### config.mk
export PLATFORM = sky130hd
export DESIGN_NAME = fetch
export DESIGN_NICKNAME = d
export VERILOG_FILES = /design/src/rtl/fetch.sv
export SDC_FILE = /design/constraint.sdc
export NUM_CORES = 1
export LEC_CHECK = 0
export CAP_MARGIN = 40
export CORE_AREA = 5 5 168 121
export CTS_CLUSTER_DIAMETER = 150
export DETAILED_ROUTE_END_ITERATION = 10
export DIE_AREA = 0 0 173 126
export PLACE_DENSITY = 0.9
export SLEW_MARGIN = 0
export SYNTH_ARGS = -nofsm -noshare
export SYNTH_HDL_FRONTEND = slang
export SYNTH_SLANG_ARGS = --single-unit
### constraint.sdc
create_clock -name clk -period 8.3 [get_ports clk]
set_input_delay 1.66 -clock clk [delete_from_list [all_inputs] [get_ports clk]]
set_output_delay 1.66 -clock clk [all_outputs]
set_load 0.03 [all_outputs]
### src/rtl/fetch.sv
// fetch: IF stage -- owns the PC, issues word fetches, buffers responses in order, squashes on redirect.
// Optional perf counters (perf_fetched/perf_bubbles) exist only when FETCH_PERF_CNT_EN is defined.
package fetch_pkg;
   typedef struct packed {
      logic [31:0] instruction_value;
      logic [31:0] pc_value;
      logic        pc_r;
   } fe_to_de_s;
endpackage

module fetch
   import fetch_pkg::*;
#(
   parameter logic [31:0] RESET_PC  = 32'h0000_0000,
   parameter int unsigned BUF_DEPTH = 2
) (
   input  logic        clk,
   input  logic        rst_n,
   input  logic        en,
   input  logic        redirect_valid,
   input  logic [31:0] redirect_pc,
   output logic        imem_req_valid,
   input  logic        imem_req_ready,
   output logic [31:0] imem_req_addr,
   input  logic        imem_rsp_valid,
   input  logic [31:0] imem_rsp_data,
`ifdef FETCH_PERF_CNT_EN
   output logic [31:0] perf_fetched,
   output logic [31:0] perf_bubbles,
`endif
   output fe_to_de_s   fe_to_de
);

   localparam int unsigned PW = $clog2(BUF_DEPTH);
   localparam int unsigned CW = PW + 1;
   localparam int unsigned SW = CW + 1;
   localparam logic [31:0] NOP = 32'h0000_0013;

   logic [31:0]   pc_q, pc_d;
   logic [31:0]   rsp_pc_q, rsp_pc_d;
   logic [CW-1:0] outst_q, outst_d;
   logic [CW-1:0] disc_q, disc_d;
   logic [CW-1:0] count_q, count_d;
   logic [PW-1:0] wr_ptr_q, wr_ptr_d;
   logic [PW-1:0] rd_ptr_q, rd_ptr_d;
   logic [31:0]   buf_instr_q [BUF_DEPTH];
   logic [31:0]   buf_pc_q    [BUF_DEPTH];
   fe_to_de_s     out_q, out_d;
   logic          req_fire, rsp_ok, push, pop;
   logic          unused_pc_bits;

   assign unused_pc_bits = ^redirect_pc[1:0];

   // Credits: every accepted request already owns a buffer slot.
   assign imem_req_valid = rst_n && !redirect_valid &&
                           ((SW'(outst_q) + SW'(count_q)) < SW'(BUF_DEPTH));
   assign imem_req_addr  = pc_q;
   assign fe_to_de       = out_q;

   // Next-state: request issue, response retire/discard, buffer pop, redirect flush.
   always_comb begin
      req_fire = imem_req_valid && imem_req_ready;
      rsp_ok   = imem_rsp_valid && (outst_q != '0);
      push     = rsp_ok && (disc_q == '0) && !redirect_valid;
      pop      = en && (count_q != '0) && !redirect_valid;
      pc_d     = pc_q;
      rsp_pc_d = rsp_pc_q;
      outst_d  = outst_q;
      disc_d   = disc_q;
      count_d  = count_q;
      wr_ptr_d = wr_ptr_q;
      rd_ptr_d = rd_ptr_q;
      out_d    = out_q;
      if (redirect_valid) begin
         pc_d       = {redirect_pc[31:2], 2'b00};
         rsp_pc_d   = {redirect_pc[31:2], 2'b00};
         outst_d    = outst_q - CW'(rsp_ok);
         disc_d     = outst_q - CW'(rsp_ok);
         count_d    = '0;
         wr_ptr_d   = '0;
         rd_ptr_d   = '0;
         out_d.pc_r = 1'b1;
      end else begin
         if (req_fire) pc_d = pc_q + 32'd4;
         outst_d = outst_q + CW'(req_fire) - CW'(rsp_ok);
         if (rsp_ok && (disc_q != '0)) disc_d = disc_q - CW'(1);
         if (push) begin
            wr_ptr_d = wr_ptr_q + PW'(1);
            rsp_pc_d = rsp_pc_q + 32'd4;
         end
         if (pop) rd_ptr_d = rd_ptr_q + PW'(1);
         count_d = count_q + CW'(push) - CW'(pop);
         if (en) begin
            if (count_q != '0) begin
               out_d.instruction_value = buf_instr_q[rd_ptr_q];
               out_d.pc_value          = buf_pc_q[rd_ptr_q];
               out_d.pc_r              = 1'b0;
            end else begin
               out_d.pc_r = 1'b1;
            end
         end
      end
   end

   always_ff @(posedge clk or negedge rst_n) begin
      if (!rst_n) begin
         pc_q     <= RESET_PC;
         rsp_pc_q <= RESET_PC;
         outst_q  <= '0;
         disc_q   <= '0;
         count_q  <= '0;
         wr_ptr_q <= '0;
         rd_ptr_q <= '0;
         out_q    <= '{instruction_value: NOP, pc_value: 32'h0, pc_r: 1'b1};
      end else begin
         pc_q     <= pc_d;
         rsp_pc_q <= rsp_pc_d;
         outst_q  <= outst_d;
         disc_q   <= disc_d;
         count_q  <= count_d;
         wr_ptr_q <= wr_ptr_d;
         rd_ptr_q <= rd_ptr_d;
         out_q    <= out_d;
      end
   end

   // Buffer payload needs no reset; occupancy is tracked by count_q.
   always_ff @(posedge clk) begin
      if (push) begin
         buf_instr_q[wr_ptr_q] <= imem_rsp_data;
         buf_pc_q[wr_ptr_q]    <= rsp_pc_q;
      end
   end

`ifdef FETCH_PERF_CNT_EN
   logic [31:0] fetched_q, bubbles_q;

   always_ff @(posedge clk or negedge rst_n) begin
      if (!rst_n) begin
         fetched_q <= '0;
         bubbles_q <= '0;
      end else if (en) begin
         if (out_d.pc_r) begin
            if (bubbles_q != '1) bubbles_q <= bubbles_q + 32'd1;
         end else if (fetched_q != '1) begin
            fetched_q <= fetched_q + 32'd1;
         end
      end
   end

   assign perf_fetched = fetched_q;
   assign perf_bubbles = bubbles_q;
`endif

endmodule

## Word-level counts from Yosys, hierarchy flattened

Memory sizes are Yosys's and may differ from the RTL's. A register that Yosys moved wholly into a read port is not among the register bits.
Cells that the tools add are included.

| cells by class | value |
|---|---|
| muxes and demuxes | 17 |
| bitwise operators | 1 |
| reduce and logical (&&, ||, !) cells | 22 |
| add/sub/neg operators | 11 |
| order comparisons | 1 |

Operator list:

| kind | number |
|---|---|
| $mux W32 | 4 |
| $add A32 B3 Y32 const B | 2 |
| $reduce_bool A2 Y1 | 8 |
| $logic_and A1 B1 Y1 | 9 |
| $mux W1 | 9 |
| $mux W2 | 4 |
| $sub A2 B1 Y2 | 3 |
| $add A2 B1 Y2 | 2 |
| $add A2 B2 Y3 | 1 |
| $logic_not A1 Y1 | 3 |
| $lt A3 B2 Y1 const B | 1 |
| $reduce_and A3 Y1 | 1 |
| $add A1 B1 Y1 const B | 2 |
| $logic_not A2 Y1 | 1 |
| $sub A2 B1 Y2 const B | 1 |
| $not A1 Y1 | 1 |

| storage, ports and cells | value |
|---|---|
| bits in writable memories | 128 |
| word-level logic and storage cells | 62 |
| input port bits | 70 |
| output and inout bits | 98 |
| bits in registers | 73 |
| memories | 2 |

Memory list:

| name | depth | bits a word | read ports | clocked after Yosys merged registers in | write ports | RTL line | text |
|---|---|---|---|---|---|---|---|
| buf_instr_q | 2 | 32 | 1 | 1 | 1 | 46 | `logic [31:0] buf_instr_q [BUF_DEPTH];` |
| buf_pc_q | 2 | 32 | 1 | 1 | 1 | 47 | `logic [31:0] buf_pc_q [BUF_DEPTH];` |

## Logic depth before layout (Yosys ltp)

Gate-level depths: netlist of run 1.

| logic depth | value |
|---|---|
| depth in word-level cells | 7 |
| mapped depth | 11 |

## Worst setup path before layout of run 1

No wires, ideal clock.

| timing path | value |
|---|---|
| path kind | input-to-reg |
| start point | input redirect_valid |
| end point | memory buf_instr_q[0][0] (enable) |
| required time | 7818 ps |
| buffers on the path | 2 |
| library setup time | 482 ps |
| arrival time | 4919 ps |
| setup slack | 2899 ps |
| cell stages on the path | 5 |
| path through | clkbuf_1 -> clkinv_1 -> clkbuf_1 -> nand2_1 -> nor2_1 |

| on the way | value |
|---|---|
| longest elaborated chain between the ends | 4 |

Ends and longest elaborated chain:

| item | RTL line | text |
|---|---|---|
| start: declaration | 20 | `input logic redirect_valid,` |
| $logic_not A1 Y1 | 64 | `push = rsp_ok && (disc_q == '0) && !redirect_valid;` |
| $logic_and A1 B1 Y1 | 64 |  |
| $mux W1 | 129 | `if (push) begin` |
| $mux W1 (implied by the code) | 130 | `buf_instr_q[wr_ptr_q] <= imem_rsp_data;` |
| end: declaration | 46 |  |

No other way between the ends.

## Final worst setup path of run 1

| timing path | value |
|---|---|
| start point | input redirect_valid |
| end point | output imem_req_valid |

| on the way | value |
|---|---|
| longest elaborated chain between the ends | 3 |

Ends and longest elaborated chain:

| item | RTL line | text |
|---|---|---|
| $logic_not A1 Y1 | 55 | `assign imem_req_valid = rst_n && !redirect_valid &&` |
| $logic_and A1 B1 Y1 (2 in a row) | 55 |  |
| end: declaration | 22 | `output logic imem_req_valid,` |

No other way between the ends.

==> results of run 1 <==
critical path, cell delays in order:
cell and delay [ns]:
clkdlybuf4s50_1 0.39, buf_4 0.28, nor4b_1 0.40, clkdlybuf4s50_1 0.74
area by class of cell:
class                      instances  share of cell area [%]
clock buffer                      31                   5.198
clock inverter                    13                   1.040
inverter                          14                  0.3970
multi-input combinational        497                   25.01
sequential                       255                   52.96
tap                              242                   2.287
timing repair buffer             173                   13.11
through the flow:
step | utilization (%) | setup slack (ns) | power, mW | std cells | cell area (um^2)
CTS | 71.16 | 3.148 | 4.074 | 1225 | 13240
global route | 71.16 | 3.072 | 4.237 | 1225 | 13240
detailed placement | 66.72 | 3.153 | 2.946 | 1181 | 12410
global placement | 66.42 | 3.213 | 2.900 | 1178 | 12360
finish | 71.16 | 3.132 | 4.050 | 1225 | 13240
floorplan | - | 2.899 | 2.411 | 810 | 10560
state kept, by name, summed over array words and instances, names as in the netlist:
signal / cells
buf_instr_q: 64
disc_q: 2
outst_q: 2
rsp_pc_q: 30
imem_req_addr: 30
fe_to_de: 63
count_q: 2
rd_ptr_q: 1
buf_pc_q: 60
wr_ptr_q: 1
power groups by stage:
stage | sequential [mW] | combinational (mW) | clock (mW)
finish | 1.74 | 1.19 | 1.13
global route | 1.77 | 1.27 | 1.20
CTS | 1.74 | 1.20 | 1.14
detailed placement | 1.76 | 1.19 | 0
global placement | 1.75 | 1.15 | 0
floorplan | 2.05 | 0.363 | 0
path summary, 6_finish.rpt:
check | to | slack [ns]
max | imem_req_valid | 3.13
max in group asynchronous | rsp_pc_q[10] | 6.03
min in group asynchronous | fe_to_de[63] | 1.12
min | fe_to_de[34] | 0.51
max reg2reg | outst_q[1] | 4.93
min reg2reg | fe_to_de[34] | 0.51
routing by layer:
layer  GRT usage, %  vias up
li1               -     3247
met1          32.50     3504
met2          33.09      316
met3          5.452       40
met4          4.597        0
met5              0        -
kinds of logic (layout without fill, tap and decap cells):
family / after synthesis / after routing / share of synthesized area (%)
flip-flops: 255 / 255 / 66.40
AO/OA/AOI/OAI: 120 / 120 / 6.581
AND/OR/NAND/NOR: 229 / 229 / 10.92
adder cells (fa/ha/maj): 9 / 9 / 1.138
multiplexers: 83 / 83 / 8.122
other: 1 / 4 / 0.03554
buffers and inverters: 58 / 231 / 2.490
XOR/XNOR: 52 / 52 / 4.316
Yosys cell counts, types with 2 or more instances:
master    count  area share (%)
o311ai_0      3            0.25
nand4_1      19             1.1
mux2i_1      62             5.9
xnor2_1      31             2.6
buf_4         4            0.28
buf_1         5            0.18
or3_1         4            0.24
and4_1        2            0.17
and3_1        8            0.47
nand2b_1      3            0.18
o211ai_1      9            0.64
nor4_1        7            0.41
nor2_1       85             3.0
a21oi_1      71             3.4
o21ai_1       6            0.28
a31oi_1       3            0.18
and2_1        3            0.18
dfstp_2       4             1.0
nand3_1      32             1.5
mux2_2       21             2.2
dfrtp_1     127              30
buf_2         5            0.24
clkbuf_1     28             1.0
nand2_1      36             1.3
o21ai_0      11            0.52
nor3_1       14            0.66
inv_1        13            0.46
edfxtp_1    124              35
a21boi_0      6            0.43
nor4_2        6            0.71
ha_1          8            0.95
xor2_1       21             1.7
layout by cell type, fill, tap and decap left out, drive strengths merged, types with 2 or more instances in the layout:
master | netlist | layout
nand2b | 3 | 3
inv | 13 | 13
nor4 | 14 | 14
or4 | 2 | 2
o211ai | 9 | 9
clkbuf | 28 | 31
nor2 | 85 | 85
xnor2 | 31 | 31
and3 | 8 | 8
nand4 | 20 | 20
xor2 | 21 | 21
edfxtp | 124 | 124
dfstp | 4 | 4
or3 | 5 | 5
clkdlybuf4s50 | 0 | 160
nor3 | 14 | 14
mux2 | 21 | 21
bufinv | 0 | 3
a21oi | 71 | 71
o21ai | 17 | 17
a21boi | 6 | 6
a31oi | 3 | 3
o311ai | 3 | 3
mux2i | 62 | 62
nand3 | 32 | 32
buf | 16 | 13
dfrtp | 127 | 127
and2 | 4 | 4
conb | 1 | 4
ha | 8 | 8
nand2 | 36 | 36
clkinv | 1 | 11
and4 | 2 | 2
==> key figures, run 1 <==
Run status
  – Status: finished, final reports clean

Global routing
  – Largest net degree at the start of global routing: 87
  – Vias in the first global route: approximately 7000
  – Initial antenna violation count: 0
  – GRT overflow: 0
  – First-pass GRT wire length: approximately 38000 um
  – Global Route Usage Sum: 21.80%

Pwr
  – Seq pwr share: 42.9%
  – Pwr Density: between 300 and 400 nW/um^2
  – Design internal power: between 2 and 3 mW
  – Combinational power share: approximately 29%
  – Clock Power Share: between 20% and 30%
  – Sw Pwr: between 1 and 1.5 mW
  – IR drop worst, VDD: between 150 and 200 uV
  – Leakage: a little under 5 nW
  – Net Sw Frac: around a third

Synth
  – Ys async rst share: between 50% and 60%
  – EDFF count, synth: about 120
  – Mapped Cells: ~810
  – Post-synth top flop: dfrtp_1
  – Post-synthesis sequential area ratio: between 60% and 70%
  – Yosys warnings: 0
  – Avg Synthesized Cell Area: between 10 and 15 um^2
  – Yosys reg bits: around 260
  – Post-synthesis cell type count: between 50 and 60
  – Syn Std Cell Area: about 11000 um^2

Drt
  – Initial DRC Count: about 740
  – Residual DRC count: 0
  – M1 wire length: around 10000 um
  – Wire per inst: around 20 um
  – Met2 wire length: between 10000 and 15000 um
  – First-pass DRT Iterations: 5
  – Post-DRT Antenna Nets: 0
  – Drt total wl: 24040 um
  – Vias: around 7100
  – Vias per std cell: 5.802
  – Max Used Layer: met4
  – WL met3: 2262 um

Die
  – Core area: ~19000 um^2
  – Die Y: 126 um
  – IO Pins: 168
  – Std cell rows: 42
  – Area of the die: roughly 22000 um^2
  – Die W: ~170 um
  – Starting Density: between 50% and 60%

STA
  – Slew Limit Fails: 0
  – Final Hold Vio Count: 0
  – Final min period: about 5.2 ns
  – Final period util: between 60% and 70%
  – Setup violators final: 0
  – Worst-margin pin slew: a little under 0.9 ns
  – Slew HR: 40.48%
  – Unrepaired setup endpoints after global routing: false
  – Final setup TNS: 0 ns
  – WHS: slightly above 0.5 ns
  – Max Clock Skew: 0.01107 ns
  – F_max: roughly 0.19 GHz

Critical path
  – Reg2reg start: outst_q[0]
  – Path depth of the worst reg2reg path: 11
  – Worst EP arrival: between 3 and 4 ns
  – Critical path fanouts, max: 48
  – CP endpoint kind: output port
  – Critical path startpoint: redirect_valid
  – Worst endpoint required time: between 6 and 7 ns
  – Crit Path Class: in2out
  – Critical Path Start Type: primary input

Worst hold path
  – Worst Hold Class: reg2reg
  – Hold Crit Depth: 2
  – Hold wc startpoint: fe_to_de[34]

CTS
  – Hold buffers post-CTS: 0
  – Num Clock Sinks: 255
  – CTS buffer count: 24
  – Max clock buf depth: 3
  – Worst-path clk slew: around 0.060 ns
  – TritonCTS clock tree: yes
  – H-tree depth: 1
  – Buffer count from post-CTS setup fixing: 0
  – Worst-Skew Late Latency: 0.51 ns
  – Clk root buf: clkbuf_16
  – Post_cts resized: 0

Placement
  – Count of input and output buffers: roughly 160
  – Dpl hpwl: about 16000 um
  – GPL Wtd Cong: between 0.8 and 0.9

Cells and area
  – Seq. cell area: 7010 um^2
  – N_diodes: 0
  – FILL cells: between 1000 and 1500
  – P&R area growth vs syn: 25.44%
  – Layout cells sized above 1: a little under a tenth
  – Nets: about 1000
  – Multi-input logic area: between 3000 and 4000 um^2

Flow run
  – Reported max-cap violation count: 0
Power figures use the tool's default switching activity.
==> inputs of run 2 (changes only) <==
CORE_AREA = 5 5 174 125   (was 5 5 168 121)
DIE_AREA = 0 0 179 130   (was 0 0 173 126)
PLACE_DENSITY = 0.85   (was 0.9)
clock period = 5.3 ns   (was 8.3 ns; I/O delays follow)
==> run 2 against run 1 <==
Effect of this change:
- via count decreased by 0.89%
- final area decreased by 0.16%
- die area increased by 6.8%
- first-iteration DRC count decreased by 28%
- global-route usage decreased by 1.2 points
- clock-buffer cell count increased by 4
- critical path type is now reg2out
- critical endpoint unchanged
==> key figures, run 2 (same netlist as run 1, synthesis figures left out) <==
Drt
  – Drt total wl: 23750 um (was 24040 um)
  – Residual DRC count: 0 (unchanged)
  – Wire per inst: 18.92 um (was 19.63 um)
  – Vias: 7044 (was 7107)
  – First-pass DRT Iterations: 5 (unchanged)
  – Post-DRT Antenna Nets: 0 (unchanged)
  – Initial DRC Count: 538 (was 743)
  – Vias per std cell: 5.613 (was 5.802)

Flow run
  – Reported max-cap violation count: 0 (unchanged)

Die
  – IO Pins: 168 (unchanged)
  – Die W: 179 um (was 173 um)
  – Starting Density: 53.44% (was 56.73%)
  – Core area: 19750 um^2 (was 18600 um^2)
  – Die Y: 130 um (was 126 um)
  – Std cell rows: 43 (was 42)
  – Area of the die: 23270 um^2 (was 21800 um^2)

Cells and area
  – Nets: 1046 (was 1044)
  – Final core occ: 66.93% (was 71.16%)
  – Max reg flops: 64 (unchanged)
  – Biggest register: buf_instr_q (unchanged)
  – Layout cells sized above 1: 9.036% (was 9.359%)
  – N_diodes: 0 (unchanged)
  – P&R area growth vs syn: 25.24% (was 25.44%)
  – Most frequent cells in the layout: 160 x clkdlybuf4s50_1, 126 x dfrtp_1, 124 x edfxtp_1 (unchanged)
  – Commonest non-fill, non-tap cell in the layout: clkdlybuf4s50_1 (unchanged)

CTS
  – Buffer count from post-CTS setup fixing: 0 (unchanged)
  – Hold buffers post-CTS: 0 (unchanged)
  – Worst-Skew Late Latency: 0.51 ns (about the same)
  – Num Clock Sinks: 255 (unchanged)
  – TritonCTS clock tree: yes (unchanged)
  – H-tree depth: 1 (unchanged)
  – Max clock buf depth: 3 (unchanged)
  – Post_cts resized: 0 (unchanged)
  – Clk root buf: clkbuf_16 (unchanged)
  – CTS buffer count: 24 (unchanged)
  – Worst-path clk slew: 0.06 ns (about the same)

STA
  – Worst-margin pin slew: 0.8743 ns (was 0.8927 ns)
  – Max Clock Skew: 0.01568 ns (was 0.01107 ns)
  – WHS: 0.4516 ns (was 0.5077 ns)
  – Final min period: 3.816 ns
  – Setup violators final: 0 (unchanged)
  – Slew HR: 41.71% (was 40.48%)
  – Slew Limit Fails: 0 (unchanged)
  – Unrepaired setup endpoints after global routing: false (unchanged)
  – Final Hold Vio Count: 0 (unchanged)
  – F_max: approximately 0.26 GHz
  – Final setup TNS: 0 ns (unchanged)
  – Final period util: a little under three quarters

Critical path
  – Crit Path Class: reg2out (was in2out)
  – Worst endpoint required time: 4.24 ns (was 6.64 ns)
  – Worst EP arrival: 2.76 ns (was 3.51 ns)
  – Critical Path Start Type: register (was primary input)
  – Critical path fanouts, max: 7 (was 48)
  – CP max stage delay: 0.74 ns (about the same)
  – Delay-heaviest family, CP: buffers and inverters (unchanged)
  – CP endpoint kind: output port (unchanged)
  – Crit-path cells: and2_1 -> fa_1 -> nor4b_1 -> clkdlybuf4s50_1 (was clkdlybuf4s50_1 -> buf_4 -> nor4b_1 -> clkdlybuf4s50_1)
  – Crit path buffers/inverters: 1 (was 3)
  – Worst path slowest cell: clkdlybuf4s50_1 (unchanged)

Pwr
  – Seq pwr share: 43.3% (was 42.9%)
  – Clock Power Share: 27.2% (was 27.8%)
  – Sw Pwr: 2.045 mW (was 1.314 mW)
  – Net Sw Frac: 32.60% (was 32.44%)
  – Combinational power share: 29.4% (was 29.3%)
  – IR drop worst, VDD: 218.6 uV (was 176.2 uV)
  – Leakage: 4.801 nW (was 4.828 nW)
  – Total power: 6.273 mW (was 4.050 mW)
  – Pwr Density: 474.7 nW/um^2 (was 306.0 nW/um^2)
  – Design internal power: 4.228 mW (was 2.737 mW)

Global routing
  – Vias in the first global route: 7047 (was 7005)
  – First-pass GRT wire length: 37820 um (was 38320 um)
  – GRT overflow: 0 (unchanged)
  – Initial antenna violation count: 0 (unchanged)
  – Largest net degree at the start of global routing: 63 (was 87)
  – Global Route Usage Sum: 20.59% (was 21.80%)

Run status
  – Status: finished, final reports clean (unchanged)

Worst hold path
  – Worst Hold Class: in2async (was reg2reg)

Placement
  – Dpl hpwl: 16170 um (was 15670 um)
  – Count of input and output buffers: 161 (unchanged)
  – GPL Wtd Cong: 0.8580 (was 0.8821)
-- run 2: layout make-up --
class	count	area [um^2]
Timing Repair Buffer	175	1715
Clock inverter	9	96.34
Multi-Input combinational cell	497	3311
Fill cell	1398	6529
Tap cell	270	337.8
Clock buffer	35	693.2
Inverter	14	52.55
Sequential cell	255	7010
-- run 2: path summary, 6_finish.rpt --
path,cells after the start,end,slack (ns),startpoint
max,4,imem_req_valid,1.48,outst_q[0]
min,1,fe_to_de[35],0.45,rst_n
max reg2reg,11,outst_q[1],1.96,outst_q[0]
min reg2reg,2,fe_to_de[33],0.51,fe_to_de[33]
max in group asynchronous,2,rd_ptr_q,3.78,rst_n
min in group clk,2,fe_to_de[33],0.51,fe_to_de[33]
-- run 2: per-stage QoR --
step	instances	worst slack, ns	cell area (um^2)
after floorplan	810	0.4986	10560
after global placement	1210	1.690	12420
after detailed placement	1211	1.648	12430
after CTS	1255	1.454	13220
after global routing	1255	1.378	13220
final	1255	1.484	13220
-- run 2: metal layers --
layer	routed length (um)	track usage, %	vias up
met5	0	0	-
met4	373	3.834	0
met3	2502	5.097	34
met2	10150	30.30	339
met1	10720	31.61	3431
li1	-	-	3240
-- run 2: power groups by stage --
stage	registers, mW	clock network (mW)	logic (mW)
after detailed placement	2.76	0	1.85
after global routing	2.77	1.83	1.98
final	2.72	1.71	1.85
after floorplan	3.21	0	0.568
after CTS	2.72	1.74	1.86
after global placement	2.74	0	1.81
==> inputs of run 3 (changes only) <==
clock period = 3.61 ns   (was 5.3 ns; I/O delays follow)
==> run 3 against run 2 <==
Effect of this change:
- utilization up 0.97 points
- wire length up 1.7%
- clock-buffer cell count up 1
- first-iteration DRC count up 22%
- via count up 0.23%
- sequential share of layout area down 0.76 points
- global-route usage up 0.40 points
- register-to-register slack worse by 1.3 ns
- hold slack worse by 0.22 ns
- critical path depth unchanged
- flip-flop and latch count unchanged
- total power up 49%
- highest routed layer unchanged
==> key figures, run 3 (same netlist as run 1, synthesis figures left out) <==
Critical path
  – Worst endpoint required time: 2.89 ns (was 4.24 ns)
  – Critical Path Start Type: register (unchanged)
  – Worst path slowest cell: fa_1 (was clkdlybuf4s50_1)
  – CP endpoint kind: output port (unchanged)
  – Worst EP arrival: 2.25 ns (was 2.76 ns)
  – Reg2reg start: outst_q[0] (unchanged)
  – Critical path fanouts, max: 7 (unchanged)
  – Reg2reg setup slack: 0.65 ns (was 1.96 ns)
  – CP max stage delay: 0.49 ns (was 0.74 ns)
  – Crit-path cells: and2_1 -> fa_1 -> nor4b_1 -> buf_4 (was and2_1 -> fa_1 -> nor4b_1 -> clkdlybuf4s50_1)
  – Path depth of the worst reg2reg path: 12 (was 11)
  – Crit Path Class: reg2out (unchanged)
  – Critical path startpoint: outst_q[0] (unchanged)
  – R2R Path End: outst_q[1] (unchanged)

Cells and area
  – Multi-input logic area: 3311 um^2 (unchanged)
  – Commonest non-fill, non-tap cell in the layout: clkdlybuf4s50_1 (unchanged)
  – Biggest register: buf_instr_q (unchanged)
  – FILL cells: 1399 (was 1398)
  – Seq. cell area: 7010 um^2 (unchanged)
  – Max reg flops: 64 (unchanged)
  – P&R area growth vs syn: 27.06% (was 25.24%)
  – Final core occ: 67.90% (was 66.93%)
  – Most frequent cells in the layout: 159 x clkdlybuf4s50_1, 126 x dfrtp_1, 124 x edfxtp_1 (was 160 x clkdlybuf4s50_1, 126 x dfrtp_1, 124 x edfxtp_1)
  – N_diodes: 0 (unchanged)
  – Post-route cell area: 13410 um^2 (was 13220 um^2)
  – Final non-filler cell total: 1262 (was 1255)
  – Layout cells sized above 1: 9.677% (was 9.036%)
  – Nets: 1053 (was 1046)

Die
  – Die Y: 130 um (unchanged)
  – Core area: 19750 um^2 (unchanged)
  – Die W: 179 um (unchanged)
  – IO Pins: 168 (unchanged)
  – Starting Density: 53.44% (unchanged)
  – Area of the die: 23270 um^2 (unchanged)
  – Std cell rows: 43 (unchanged)

Drt
  – First-pass DRT Iterations: 6 (was 5)
  – Vias per std cell: 5.594 (was 5.613)
  – Residual DRC count: 0 (unchanged)
  – Drt total wl: 24160 um (was 23750 um)
  – Vias: 7060 (was 7044)
  – Post-DRT Antenna Nets: 0 (unchanged)
  – Initial DRC Count: 659 (was 538)
  – Wire per inst: 19.14 um (was 18.92 um)

Pwr
  – Seq pwr share: 42.6% (was 43.3%)
  – Design internal power: 6.352 mW (was 4.228 mW)
  – Net Sw Frac: 32.00% (was 32.60%)
  – IR drop worst, VDD: 332.5 uV (was 218.6 uV)
  – Sw Pwr: 2.990 mW (was 2.045 mW)
  – Leakage: 4.882 nW (was 4.801 nW)
  – Clock Power Share: 28.2% (was 27.2%)
  – Pwr Density: 696.7 nW/um^2 (was 474.7 nW/um^2)
  – Combinational power share: 29.2% (was 29.4%)

Global routing
  – Largest net degree at the start of global routing: 105 (was 63)
  – First-pass GRT wire length: 38360 um (was 37820 um)
  – Global Route Usage Sum: 20.99% (was 20.59%)
  – GRT overflow: 0 (unchanged)
  – Initial antenna violation count: 0 (unchanged)
  – Vias in the first global route: 7055 (was 7047)

Run status
  – Status: finished, final reports clean (unchanged)

STA
  – Final min period: roughly 3 ns
  – Slew HR: 49.05% (was 41.71%)
  – Unrepaired setup endpoints after global routing: false (unchanged)
  – F_max: 0.3360 GHz
  – Worst-margin pin slew: 0.7642 ns (was 0.8743 ns)
  – Final worst slack: 0.6337 ns (was 1.484 ns)
  – Slew Limit Fails: 0 (unchanged)
  – Max Clock Skew: 0.02063 ns (was 0.01568 ns)
  – Final setup TNS: 0 ns (unchanged)
  – Setup violators final: 0 (unchanged)
  – Final period util: 82.45%
  – Final Hold Vio Count: 0 (unchanged)

CTS
  – Worst-path clk slew: 0.07 ns (was 0.06 ns)
  – Worst-Skew Late Latency: 0.51 ns (about the same)
  – Post_cts resized: 0 (unchanged)
  – Hold buffers post-CTS: 0 (unchanged)
  – CTS buffer count: 24 (unchanged)
  – Clk root buf: clkbuf_16 (unchanged)
  – H-tree depth: 1 (unchanged)
  – Num Clock Sinks: 255 (unchanged)
  – Buffer count from post-CTS setup fixing: 0 (unchanged)
  – Max clock buf depth: 3 (unchanged)
  – TritonCTS clock tree: yes (unchanged)

Flow run
  – Reported max-cap violation count: 0 (unchanged)

Placement
  – Place WS: 0.6425 ns (was 1.648 ns)
  – Dpl hpwl: 16580 um (was 16170 um)
  – GPL Wtd Cong: 0.8413 (was 0.8580)
  – Count of input and output buffers: 161 (unchanged)
  – Placed Cells incl. Taps: 1218 (was 1211)
  – Placed cell area: 12580 um^2 (was 12430 um^2)

Worst hold path
  – Worst Hold Class: in2async (unchanged)
run 3: layer usage:
metal / track usage, % / part of all wire, % / vias to the layer above
li1: - / - / 3269
met1: 31.96 / 45 / 3428
met2: 31.86 / 44 / 330
met3: 4.749 / 10 / 33
met4: 3.338 / 1.3 / 0
met5: 0 / 0 / -
run 3: worst max-delay path by stage:
stage | end | slack [ns] | cells after the start
3_3_place_gp | rsp_pc_q[9] | 0.67 | 6
5_1_grt | outst_q[1] | 0.40 | 12
4_1_cts | imem_req_valid | 0.61 | 4
2_1_floorplan | buf_instr_q[0][0] | 0.18 | 5
6_report | imem_req_valid | 0.63 | 4
3_5_place_dp | rsp_pc_q[9] | 0.64 | 6
run 3: cell type report:
| cell class | instances | area share (%) |
|---|---|---|
| tap | 270 | 2.520 |
| clock buffer | 36 | 5.123 |
| multi-input combinational | 497 | 24.69 |
| clock inverter | 8 | 1.036 |
| inverter | 14 | 0.3919 |
| timing repair buffer | 182 | 13.95 |
| sequential | 255 | 52.29 |
run 3: critical path, delay by kind of cell, from the launching register on:
kind,cells,cell delay [ns]
buffers and inverters,1,0.23
DFF,1,0.45
adders and majority gates,1,0.49
and+or+nand+nor,2,0.58
run 3: per-stage QoR:
| step | hold WS (ns) | power (mW) |
|---|---|---|
| after floorplan | 0.4264 | 5.542 |
| after global routing | 0.2397 | 9.775 |
| after global placement | 0.4844 | 6.674 |
| after detailed placement | 0.4890 | 6.778 |
| final | 0.2290 | 9.342 |
| after CTS | 0.2240 | 9.418 |
run 3: power by group through the flow:
stage | registers [mW] | clock network (mW) | logic, mW
2_1_floorplan | 4.71 | 0 | 0.834
3_3_place_gp | 4.02 | 0 | 2.65
3_5_place_dp | 4.03 | 0 | 2.74
4_1_cts | 3.98 | 2.68 | 2.76
5_1_grt | 4.04 | 2.81 | 2.92
6_report | 3.98 | 2.63 | 2.73
